`src/rtl/fifo_unpacker_pkg.sv`:
```
// Shared FIFO helpers: chunk-order encodings and derived-width functions
// for blocks that split FIFO words into narrower chunks.
package fifo_unpacker_pkg;

  localparam bit ORDER_LSB_FIRST = 1'b0;
  localparam bit ORDER_MSB_FIRST = 1'b1;

  // Width of one chunk when a word is split into ratio pieces.
  function automatic int unsigned chunk_width(input int unsigned wid, input int unsigned ratio);
    return (ratio == 0) ? wid : wid / ratio;
  endfunction

  // Index width able to count ratio chunks; never narrower than one bit.
  function automatic int unsigned index_width(input int unsigned ratio);
    return (ratio < 2) ? 1 : $clog2(ratio);
  endfunction

endpackage

```
`src/rtl/fifo_unpacker.sv`:
```
// Pops WID-bit words from a FIFO read port and streams them out as RATIO
// narrower chunks over valid/ready, flagging the final chunk of each word.
module fifo_unpacker
  import fifo_unpacker_pkg::*;
#(
  parameter int unsigned WID       = 32,
  parameter int unsigned RATIO     = 4,
  parameter int unsigned OWID      = chunk_width(WID, RATIO),
  parameter int unsigned IDXW      = index_width(RATIO),
  parameter bit          MSB_FIRST = ORDER_LSB_FIRST
) (
  input  logic            clk,
  input  logic            rst,
  input  logic            softreset,
  input  logic            fifo_empty,
  input  logic [WID-1:0]  fifo_data,
  output logic            fifo_readout,
  output logic            vldout,
  output logic [OWID-1:0] dataout,
  output logic            lastout,
  input  logic            readyin,
  output logic            busy
);

  localparam logic [IDXW-1:0] LAST_IDX = IDXW'(RATIO - 1);

  generate
    if ((WID % RATIO) != 0 || RATIO < 2) begin : g_bad_params
      $error("fifo_unpacker: WID must be divisible by RATIO and RATIO must be >= 2");
    end
  endgenerate

  logic [WID-1:0]  word_q, word_n;
  logic [IDXW-1:0] idx_q, idx_n;
  logic            have_q, have_n;
  logic [OWID-1:0] dout_q, dout_n;
  logic            last_q, last_n;
  logic            clr_c, take_c, pop_c;

  // Chunk i of a word in the configured emission order.
  function automatic logic [OWID-1:0] chunk_sel(input logic [WID-1:0] w,
                                                input logic [IDXW-1:0] i);
    int unsigned pos;
    pos = (MSB_FIRST == ORDER_MSB_FIRST) ? (RATIO - 1 - 32'(i)) : 32'(i);
    return w[pos*OWID +: OWID];
  endfunction

  assign clr_c  = rst || softreset;
  assign take_c = have_q && readyin;
  // Pop when idle, or when the final chunk leaves so the next word follows with no gap.
  assign pop_c  = !clr_c && !fifo_empty && (!have_q || (take_c && last_q));

  always_comb begin
    word_n = word_q;
    idx_n  = idx_q;
    have_n = have_q;
    if (pop_c) begin
      word_n = fifo_data;
      idx_n  = '0;
      have_n = 1'b1;
    end else if (take_c) begin
      if (last_q) begin
        idx_n  = '0;
        have_n = 1'b0;
      end else begin
        idx_n = idx_q + IDXW'(1);
      end
    end
    dout_n = have_n ? chunk_sel(word_n, idx_n) : '0;
    last_n = have_n && (idx_n == LAST_IDX);
  end

  always_ff @(posedge clk) begin
    if (clr_c) begin
      word_q <= '0;
      idx_q  <= '0;
      have_q <= 1'b0;
      dout_q <= '0;
      last_q <= 1'b0;
    end else begin
      word_q <= word_n;
      idx_q  <= idx_n;
      have_q <= have_n;
      dout_q <= dout_n;
      last_q <= last_n;
    end
  end

  assign fifo_readout = pop_c;
  assign vldout       = have_q;
  assign busy         = have_q;
  assign dataout      = dout_q;
  assign lastout      = last_q;

endmodule

```
`config.mk`:
```
export PLATFORM = sky130hd
export DESIGN_NAME = fifo_unpacker
export DESIGN_NICKNAME = d
export VERILOG_FILES = /design/src/rtl/fifo_unpacker_pkg.sv /design/src/rtl/fifo_unpacker.sv
export SDC_FILE = /design/constraint.sdc
export NUM_CORES = 1
export LEC_CHECK = 0
export ABC_AREA = 1
export BUFFER_PORTS_ARGS = -buffer_cell sky130_fd_sc_hd__buf_2
export CORE_MARGIN = 1.5
export CORE_UTILIZATION = 40
export CTS_CLUSTER_DIAMETER = 200
export DETAILED_ROUTE_END_ITERATION = 8
export PLACE_DENSITY = 0.73
export REMOVE_ABC_BUFFERS = 1
export SETUP_SLACK_MARGIN = 0.3
export SKIP_LAST_GASP = 1
export SYNTH_ARGS = -nofsm -noshare
export SYNTH_HDL_FRONTEND = slang
export SYNTH_SLANG_ARGS = --single-unit
```
`constraint.sdc`:
```
create_clock -name clk -period 1.7 [get_ports clk]
set_input_delay 0.255 -clock clk [delete_from_list [all_inputs] [get_ports clk]]
set_output_delay 0.255 -clock clk [all_outputs]
set_load 0.01 [all_outputs]
```
==> out/qor.csv, run 1 <==
stage,metric,value,unit
run_status,outcome,"finished, final reports clean",
critical_path,start_kind,register,
critical_path,rr_endpoint,dataout[0],
yosys,synthTopCellsByArea,"dfxtp_1 42%, nand2_1 18%, inv_1 12%",
critical_path,reg2regPathDepth,10,
worst_hold_path,hold_path_class,input pin to register,
critical_path,reg2reg_slack,0.29,ns
timing,maxSlewViolCount,0,
worst_hold_path,hold_depth,3,
yosys,syn_inst,323,
routing,antenna_left,0,
clock_network,clk_path_buf_depth,2,
clock_network,h-tree-depth,2,
power,p_int,1.48,mW
worst_hold_path,hold_start,fifo_data[14],
power,peakVddDrop,0.514,mV
global_route,grt_overflow,0,
final_layout,drive_gt1_share,30.1,%
global_route,grt_pass1_wl,8250,um
timing,fmax,712,MHz
worst_hold_path,hold_end,word_q[14],
floorplanning,ios,49,
clock_network,clk_latency,0.30,ns
timing,setup_violations,0,
power,p_seq_share,53.3,%
clock_network,cts_hold_buf,0,
yosys,avgSynthCellArea,6.52,sq um
routing,via_count,2052,
place,port-buffer-count,48,
timing,skew,0.00768,ns
clock_network,cts_buffers,5,
floorplanning,die_w,75.5,um
timing,finalHoldViolCount,0,
timing,min_period,1.41,ns
critical_path,path_max_fanout,8,
job,drv_cap,0,
power,powerDensity,721,nW/um^2
clock_network,root_buffer,clkbuf_8,
yosys,synth_flop_cell,dfxtp_1,
place,dp_hpwl,3250,um
yosys,ys_seq_area_share,41.9,%
yosys,async_flop_share,0,%
yosys,synth_top_area_cell,dfxtp_1,
routing,drc_errors,0,
floorplanning,fp.dieH,75.5,um
global_route,antenna_found_initial,0,
final_layout,diodes,0,
routing,routed_wl,5060,um
global_route,grt_pass1_vias,1800,
final_layout,syn_to_final_growth,30.1,%
critical_path,cp_data_arrival_time,1.63,ns
power,p_comb_share,12.8,%
yosys,synth_top_area_share,41.9,%
critical_path,setup.worst_path.end_class,register,
critical_path,critical_path_required,1.93,ns
floorplanning,core-area,5070,sq um
place,place_congestion,0.811,
yosys,synth_seq_cells,44,
timing,fin_crit_sh,82.6,%
routing,drt_iter0_markers,128,
timing,worst_slew_pin_slew,0.273,ns
power,power.net_switching,0.495,mW
clock_network,cts_tree,done,
global_route,grt_use_total,19.1,%
power,p_leak,1.38,nW
timing,fin_tns_setup,0,ns
final_layout,fillers,527,
timing,rsz0062_at_grt,yes,
critical_path,r2r_start,lastout,
yosys,synth_common_cells,"103 x nand2_1, 65 x inv_1, 44 x dfxtp_1, 31 x nor2_1, 17 x nand4_1",
routing,wl_per_cell,11.3,um
routing,first_pass_iters,4,
timing,max_slew_margin,81.8,%
floorplanning,fp.dieArea,5710,sq um
floorplanning,fp-row-count,26,
yosys,syn_area,2100,sq um
yosys,yosysMostFrequentCell,nand2_1,
yosys,synth_edf_count,0,
routing,drt-vias-per-instance,4.57,
final_layout,fin_nets,415,
final_layout,register_area,888,sq um
power,swShare,25.1,%
yosys,synthDistinctLibCells,19,
final_layout,multi_input_area,1010,sq um
clock_network,clock_sinks,44,
yosys,synth_warnings,0,
clock_network,clk_pin_slew_worst_paths,0.08,ns
final_layout,utilization,53.9,%
floorplanning,initial_core_util,41.5,%
global_route,grt_max_degree,26,
critical_path,path_class,register to register,
power,clkPwrFrac,34.0,%
==> cell usage in the layout, fill, tap and decap left out <==
cell type    n
buf_2       47
dfxtp_4      2
buf_4       10
nor4_2       1
nor2_1      31
nand3_4      2
nand4_1     17
o21ai_0      5
buf_12       1
nand3b_1     1
clkbuf_1     2
dfxtp_1     42
a21oi_1      8
nand2_1     89
nand2_2     12
a21oi_2      5
buf_6        7
nand3_1      7
inv_1       62
nor2_4       3
nand3_2      9
a211oi_1     1
inv_2        4
clkinvlp_4   1
clkbuf_8     6
nand2_4      4
==> area by class of cell <==
cell class,count,share of cell area [%]
Clock buffer,8,3.29
Timing Repair Buffer,65,14.9
Multi-Input combinational cell,195,36.8
Inverter,67,9.32
Tap cell,70,3.20
Sequential cell,44,32.4
==> sequential cells by signal, summed over array words and instances (netlist names) <==
register,flops
busy,1
dataout,8
idx_q,2
lastout,1
word_q,32
==> metrics by stage <==
step	cell area, sq um	setup WS, ns	total power [mW]	hold WS, ns	cells
after floorplan	2000	-0.238	1.21	0.429	306
after global placement	2390	0.152	1.29	0.441	432
after detailed placement	2390	0.105	1.30	0.449	432
after CTS	2590	0.272	1.97	0.225	448
after global routing	2740	0.242	2.06	0.232	449
final	2740	0.295	1.97	0.234	449
==> cell families (layout without fill, tap and decap cells) <==
family	after synthesis	after routing	share of synthesized area [%]
and+or+nand+nor	176	176	36.6
AOI/OAI and AO/OA	19	19	4.64
DFF	44	44	41.9
buffers and inverters	84	140	16.9
==> worst max-delay path: stages, from the launching register on <==
cell and delay [ns]:
dfxtp_4 0.37, nand2_4 0.05, nand2_4 0.09, inv_2 0.05, nor2_4 0.15, buf_6 0.15
nor2_4 0.04, buf_6 0.13, nand2_1 0.08, nand3_2 0.07, a21oi_1 0.14
==> timing repair <==
action                                  4_1_cts  5_1_grt
endpoints found under the setup margin       15       10
gates resized for setup                      15       37
pin swaps                                     8       19
setup buffers                                 8        1
==> worst max path at each step <==
stage,from,endpoint,slack [ns],cells after the start
2_1_floorplan,lastout,dataout[0],-0.24,7
3_3_place_gp,readyin,dataout[7],0.15,8
3_5_place_dp,lastout,dataout[0],0.10,9
4_1_cts,lastout,fifo_readout,0.27,5
5_1_grt,lastout,dataout[2],0.24,11
6_report,lastout,dataout[0],0.29,10
==> power by group through the flow <==
stage                     sequential (mW)  combinational (mW)  clock, mW
after floorplan                      1.08               0.128          0
after global placement               1.08               0.216          0
after detailed placement             1.08               0.218          0
after CTS                            1.05               0.235      0.684
after global routing                 1.05               0.286      0.721
final                                1.05               0.252      0.670
==> metal layers <==
layer	vias up	share of wire [%]	wire length [um]	track usage [%]
met1	921	46	2330	25.7
met3	8	4.2	215	4.23
met5	-	0	0	0
met2	49	48	2450	30.6
li1	1074	-	-	-
met4	0	1.2	61	6.15
Note: power is estimated with default switching activity, not from simulation.
==> run 2: changes to the inputs <==
--- a/config.mk
+++ b/config.mk
@@ -5,13 +5,13 @@
 export SDC_FILE = /design/constraint.sdc
 export NUM_CORES = 1
 export LEC_CHECK = 0
-export ABC_AREA = 1
+export ABC_AREA = 0
 export BUFFER_PORTS_ARGS = -buffer_cell sky130_fd_sc_hd__buf_2
 export CORE_MARGIN = 1.5
 export CORE_UTILIZATION = 40
 export CTS_CLUSTER_DIAMETER = 200
 export DETAILED_ROUTE_END_ITERATION = 8
-export PLACE_DENSITY = 0.73
+export PLACE_DENSITY = 0.75
 export REMOVE_ABC_BUFFERS = 1
 export SETUP_SLACK_MARGIN = 0.3
 export SKIP_LAST_GASP = 1
==> constraint.sdc (replaced) <==
create_clock -name clk -period 1.4 [get_ports clk]
set_input_delay 0.21 -clock clk [delete_from_list [all_inputs] [get_ports clk]]
set_output_delay 0.21 -clock clk [all_outputs]
set_load 0.01 [all_outputs]
==> run 2 against run 1 <==
  * The run now ends with setup timing left
  * Sequential share of layout area up 2.6 points
  * Sequential power up 22%
  * Clock-buffer cell count unchanged
==> out/qor.csv, run 2 <==
stage,metric,value,unit
timing,setup_slack,-0.170,ns
yosys,syn_area,1760,sq um
timing,min_period,1.57,ns
critical_path,critical_path_required,1.19,ns
place,placed_area,2150,sq um
critical_path,start_kind,register,
global_route,grt_use_total,18.2,%
final_layout,max_flop_register,word_q,
yosys,synth_flop_cell,dfxtp_1,
clock_network,cts_hold_buf,0,
yosys,async_flop_share,0,%
yosys,yosysMostFrequentCell,nand2_1,
global_route,antenna_found_initial,0,
global_route,grt_overflow,0,
timing,max_slew_margin,79.1,%
timing,fin_crit_sh,112,%
job,drv_cap,0,
routing,drt-vias-per-instance,5.10,
run_status,violations,setup timing,
critical_path,critPathSlowestCell,or3_4,
yosys,synth_xor_area_share,0,%
clock_network,clock_sinks,44,
timing,holdWs,0.139,ns
floorplanning,core-area,4120,sq um
final_layout,diodes,0,
yosys,synth-simple-area-share,17.1,%
yosys,synth_common_cells,"66 x nand2_1, 44 x dfxtp_1, 33 x a21oi_1, 17 x mux2i_1, 8 x o221ai_1",
floorplanning,fp.dieArea,4820,sq um
routing,wl_per_cell,13.7,um
clock_network,h-tree-depth,2,
critical_path,slowest_delay,0.42,ns
routing,antenna_left,0,
global_route,grt_pass1_vias,1551,
final_layout,drive_gt1_share,41.7,%
clock_network,clk_latency,0.30,ns
critical_path,cp_data_arrival_time,1.36,ns
clock_network,clk_path_buf_depth,2,
final_layout,largest_register_ff_count,32,
yosys,synth_compound_area_share,15.2,%
critical_path,setup.worst_path.end_class,output pin,
routing,drc_errors,0,
floorplanning,initial_core_util,42.9,%
timing,maxSlewViolCount,0,
critical_path,path_max_fanout,2,
power,p_leak,1.06,nW
final_layout,design_area,2520,sq um
yosys,synthDistinctLibCells,24,
clock_network,cts_buffers,5,
final_layout,final_common_cell,nand2_1,
yosys,syn_inst,199,
power,powerDensity,942,nW/um^2
yosys,synthTopCellsByArea,"dfxtp_1 50%, nand2_1 14%, mux2i_1 9.6%",
critical_path,path_cells,"a21boi_1, or3_4, inv_8, buf_6",
clock_network,cts_tree,done,
routing,via_count,1638,
timing,worst_slew_pin_slew,0.313,ns
timing,fmax,637,MHz
place,port-buffer-count,48,
routing,drt_iter0_markers,54,
global_route,grt_pass1_wl,6980,um
critical_path,critPathTopFamily,simple AND/OR/NAND/NOR gates,
place,place_congestion,0.737,
yosys,ys_seq_area_share,49.9,%
place,dp_hpwl,2770,um
yosys,synthAdderAreaFrac,0,%
yosys,synth_top_area_share,49.9,%
timing,setup_violations,41,
yosys,synth_top_family_by_area,simple AND/OR/NAND/NOR gates,
final_layout,layout_common_cells,"64 x nand2_1, 44 x buf_2, 42 x dfxtp_1, 20 x a21oi_1, 16 x mux2i_1",
critical_path,path_class,register to output pin,
timing,rsz0062_at_grt,yes,
final_layout,fin_nets,307,
final_layout,fillers,352,
yosys,synth_edf_count,0,
final_layout,syn_to_final_growth,42.8,%
place,place_ws,-0.199,ns
timing,skew,0.00708,ns
floorplanning,ios,49,
global_route,grt_max_degree,25,
floorplanning,die_w,69.4,um
timing,finalHoldViolCount,0,
routing,first_pass_iters,4,
clock_network,clk_pin_slew_worst_paths,0.08,ns
yosys,muxShareOfSynthArea,11.6,%
final_layout,utilization,61.2,%
routing,routed_wl,4400,um
yosys,synth_top_area_cell,dfxtp_1,
yosys,synth_seq_cells,44,
clock_network,root_buffer,clkbuf_8,
critical_path,path_buf_inv,2,
run_status,outcome,"finished, violations left",
power,peakVddDrop,0.591,mV
floorplanning,fp-row-count,23,
worst_hold_path,hold_path_class,input pin to register,
yosys,avgSynthCellArea,8.87,sq um
floorplanning,fp.dieH,69.4,um
yosys,synth_warnings,0,
-- run 2: changes by cell type in the layout (fill, tap and decap cells not counted), moves of 12 or more --
cell     before  now
nand4_1      17    0
nor2_1       31    2
nand2_1      89   64
inv_1        62    0
a21oi_1       8   20
mux2i_1       0   16
-- run 2: where the power goes --
part | internal, mW | leakage, nW | switching (mW) | total, mW
clock network | 0.402 | 0.0455 | 0.411 | 0.814
logic | 0.148 | 0.662 | 0.131 | 0.279
registers | 1.27 | 0.357 | 0.00974 | 1.28
-- run 2: worst register-to-register path: cells and delay by family (launching register included) --
family	cells	cell delay, ns
buffers and inverters	2	0.28
AO/OA/AOI/OAI	1	0.15
flip-flops	1	0.34
AND/OR/NAND/NOR	1	0.16
multiplexers	2	0.50
-- run 2: area by class of cell --
| class | count | area [sq um] | share of cell area [%] |
|---|---|---|---|
| flip-flops and latches | 44 | 883 | 35.1 |
| multi-input cells | 140 | 867 | 34.4 |
| repair buffers | 78 | 604 | 24.0 |
| clock buffers | 8 | 90.1 | 3.58 |
| well taps | 50 | 62.6 | 2.48 |
| inverters | 1 | 11.3 | 0.447 |
-- run 2: layer usage --
metal | global-route usage (%) | part of all wire (%)
met4 | 8.50 | 1.8
met2 | 29.7 | 48
met5 | 0 | 0
met1 | 22.5 | 45
met3 | 4.36 | 4.6
-- run 2: repair_timing --
action | in CTS | in global routing
setup endpoints to repair | 47 | 48
hold endpoints to repair | 0 | 0
setup buffers | 9 | 0
resized for setup | 22 | 23
pin swaps | 3 | 5
cloned | 0 | 1
-- run 2: kinds of logic after synthesis --
group           after synthesis
simple gates                 76
compound gates               45
flops                        44
mux                          19
buf+inv                      15
-- run 2: worst paths after layout --
check | start | to | slack, ns | cells after the start
max | busy | fifo_readout | -0.17 | 4
max reg2reg | busy | dataout[3] | -0.15 | 6
min reg2reg | word_q[4] | word_q[4] | 0.46 | 2
min | fifo_data[0] | dataout[0] | 0.14 | 3
-- run 2: per-stage QoR --
step / setup TNS, ns / power (mW) / std cells
2_1_floorplan: -33.03 / 1.40 / 185
3_3_place_gp: -5.18 / 1.53 / 303
3_5_place_dp: -6.00 / 1.53 / 303
4_1_cts: -4.60 / 2.36 / 320
5_1_grt: -5.42 / 2.46 / 321
6_report: -2.69 / 2.37 / 321
==> run 3: changes to the inputs <==
--- a/config.mk
+++ b/config.mk
@@ -7,14 +7,15 @@
 export LEC_CHECK = 0
 export ABC_AREA = 0
 export BUFFER_PORTS_ARGS = -buffer_cell sky130_fd_sc_hd__buf_2
+export CAP_MARGIN = 10
 export CORE_MARGIN = 1.5
 export CORE_UTILIZATION = 40
 export CTS_CLUSTER_DIAMETER = 200
 export DETAILED_ROUTE_END_ITERATION = 8
 export PLACE_DENSITY = 0.75
 export REMOVE_ABC_BUFFERS = 1
-export SETUP_SLACK_MARGIN = 0.3
 export SKIP_LAST_GASP = 1
 export SYNTH_ARGS = -nofsm -noshare
 export SYNTH_HDL_FRONTEND = slang
 export SYNTH_SLANG_ARGS = --single-unit
+export TNS_END_PERCENT = 5
==> run 3 against run 2 <==
  * The run still ends with setup timing left
  * Worst setup slack better by 0.010 ns
  * Critical path depth unchanged
  * Via count shrank 4.8%
  * First-iteration DRC count shrank 13%
  * Final cell count shrank 1.2%
  * Wire length shrank 7.1%
  * Critical path type unchanged
  * Largest cell class unchanged
  * Highest routed layer unchanged
==> out/qor.csv, run 3 (synthesized netlist as in run 2, its figures left out) <==
stage,metric,value,unit
power,swShare,22.8,%
timing,fmax,641,MHz
timing,maxSlewViolCount,0,
timing,worst_slew_pin_slew,0.346,ns
floorplanning,ios,49,
worst_hold_path,hold_depth,2,
worst_hold_path,hold_end,busy,
final_layout,final_cell_count_no_fill,317,
critical_path,path_max_fanout,3,
routing,wl_per_cell,12.9,um
worst_hold_path,hold_path_class,input pin to register,
power,p_leak,1.01,nW
global_route,grt_pass1_vias,1494,
global_route,antenna_found_initial,0,
clock_network,clk_latency,0.30,ns
routing,via_count,1560,
critical_path,slowest_delay,0.41,ns
critical_path,critPathSlowestCell,or3_4,
routing,drt-vias-per-instance,4.92,
critical_path,path_buf_inv,2,
timing,max_slew_margin,76.9,%
place,port-buffer-count,48,
critical_path,critPathTopFamily,simple AND/OR/NAND/NOR gates,
floorplanning,fp.dieArea,4820,sq um
power,clkPwrFrac,34.7,%
critical_path,path_class,register to output pin,
final_layout,layout_common_cells,"66 x nand2_1, 47 x buf_2, 42 x dfxtp_1, 30 x a21oi_1, 22 x buf_4",
timing,fin_crit_sh,111,%
final_layout,syn_to_final_growth,31.8,%
place,place_congestion,0.737,
final_layout,drive_gt1_share,34.5,%
clock_network,root_buffer,clkbuf_8,
floorplanning,core-area,4120,sq um
power,peakVddDrop,0.587,mV
place,dp.cells,303,
critical_path,reg2regPathDepth,6,
timing,setup_slack,-0.159,ns
worst_hold_path,hold_start,fifo_empty,
floorplanning,fp.dieH,69.4,um
floorplanning,die_w,69.4,um
power,p_seq_share,55.0,%
critical_path,cp_data_arrival_time,1.35,ns
floorplanning,initial_core_util,42.9,%
final_layout,utilization,56.5,%
power,powerDensity,1000,nW/um^2
timing,rsz0062_at_grt,yes,
routing,first_pass_iters,4,
routing,drt_iter0_markers,47,
critical_path,path_cells,"a21boi_1, or3_4, inv_8, buf_6",
clock_network,clk_path_buf_depth,2,
final_layout,largest_register_ff_count,32,
timing,min_period,1.56,ns
clock_network,cts_buffers,5,
run_status,outcome,"finished, violations left",
global_route,grt_max_degree,25,
global_route,grt_use_total,17.7,%
final_layout,fin_nets,303,
timing,finalHoldViolCount,0,
critical_path,rr_endpoint,dataout[3],
clock_network,h-tree-depth,2,
global_route,grt_overflow,0,
floorplanning,fp-row-count,23,
routing,drc_errors,0,
critical_path,r2r_start,busy,
place,dp_hpwl,2770,um
critical_path,start_kind,register,
run_status,violations,setup timing,
clock_network,cts_tree,done,
job,drv_cap,0,
clock_network,clk_pin_slew_worst_paths,0.08,ns
power,p_int,1.80,mW
routing,routed_wl,4080,um
critical_path,critical_path_required,1.19,ns
power,p_comb_share,10.3,%
clock_network,cts_hold_buf,0,
final_layout,final_common_cell,nand2_1,
global_route,grt_pass1_wl,6780,um
clock_network,clock_sinks,44,
timing,skew,0.00448,ns
final_layout,diodes,0,
routing,antenna_left,0,
critical_path,reg2reg_slack,-0.15,ns
critical_path,setup.worst_path.end_class,output pin,
power,power.net_switching,0.530,mW
final_layout,max_flop_register,word_q,
timing,setup_violations,41,
-- run 3: cell types whose count changed in the layout (fill, tap and decap cells not counted), sizes merged --
cell    previous run  this run
buf               77        74
clkbuf             9         8
-- run 3: worst max-delay path by stage --
stage	from	endpoint	slack, ns	cells after the start
floorplan	rst	dataout[0]	-0.92	4
global placement	softreset	word_q[6]	-0.16	7
detailed placement	softreset	word_q[23]	-0.20	7
CTS	busy	fifo_readout	-0.17	4
global route	busy	fifo_readout	-0.19	4
finish	busy	fifo_readout	-0.16	4
-- run 3: layer usage --
layer | track usage (%) | routed length, um
met1 | 22.0 | 1930
met2 | 28.6 | 1910
met3 | 4.36 | 162
met4 | 8.50 | 86
met5 | 0 | 0
-- run 3: area by class of cell --
| cell class | count | area [sq um] |
|---|---|---|
| fill | 382 | 1790 |
| sequential | 44 | 883 |
| multi-input combinational | 140 | 796 |
| timing repair buffer | 74 | 483 |
| clock buffer | 8 | 90.1 |
| tap | 50 | 62.6 |
| inverter | 1 | 11.3 |
-- run 3: power groups by stage --
| stage | logic [mW] | clock network, mW | registers (mW) |
|---|---|---|---|
| floorplan | 0.0855 | 0 | 1.31 |
| global placement | 0.217 | 0 | 1.31 |
| detailed placement | 0.218 | 0 | 1.31 |
| CTS | 0.235 | 0.828 | 1.28 |
| global route | 0.260 | 0.877 | 1.28 |
| finish | 0.239 | 0.806 | 1.28 |
-- run 3: timing repair --
action,in CTS,in global routing
hold endpoints to repair,0,0
gates cloned,0,0
setup endpoints to repair,42,42
gates resized for setup,5,5
setup buffers,6,0
pin swaps,1,1
-- run 3: through the flow --
stage | power (mW) | worst slack [ns] | hold WS (ns) | area (sq um) | setup TNS (ns)
4_1_cts | 2.34 | -0.166 | 0.123 | 2310 | -4.95
6_report | 2.33 | -0.159 | 0.130 | 2330 | -3.88
3_5_place_dp | 1.53 | -0.199 | 0.447 | 2150 | -6.00
5_1_grt | 2.42 | -0.185 | 0.127 | 2330 | -5.92
2_1_floorplan | 1.40 | -0.922 | 0.321 | 1660 | -33.03
3_3_place_gp | 1.53 | -0.164 | 0.441 | 2150 | -5.18
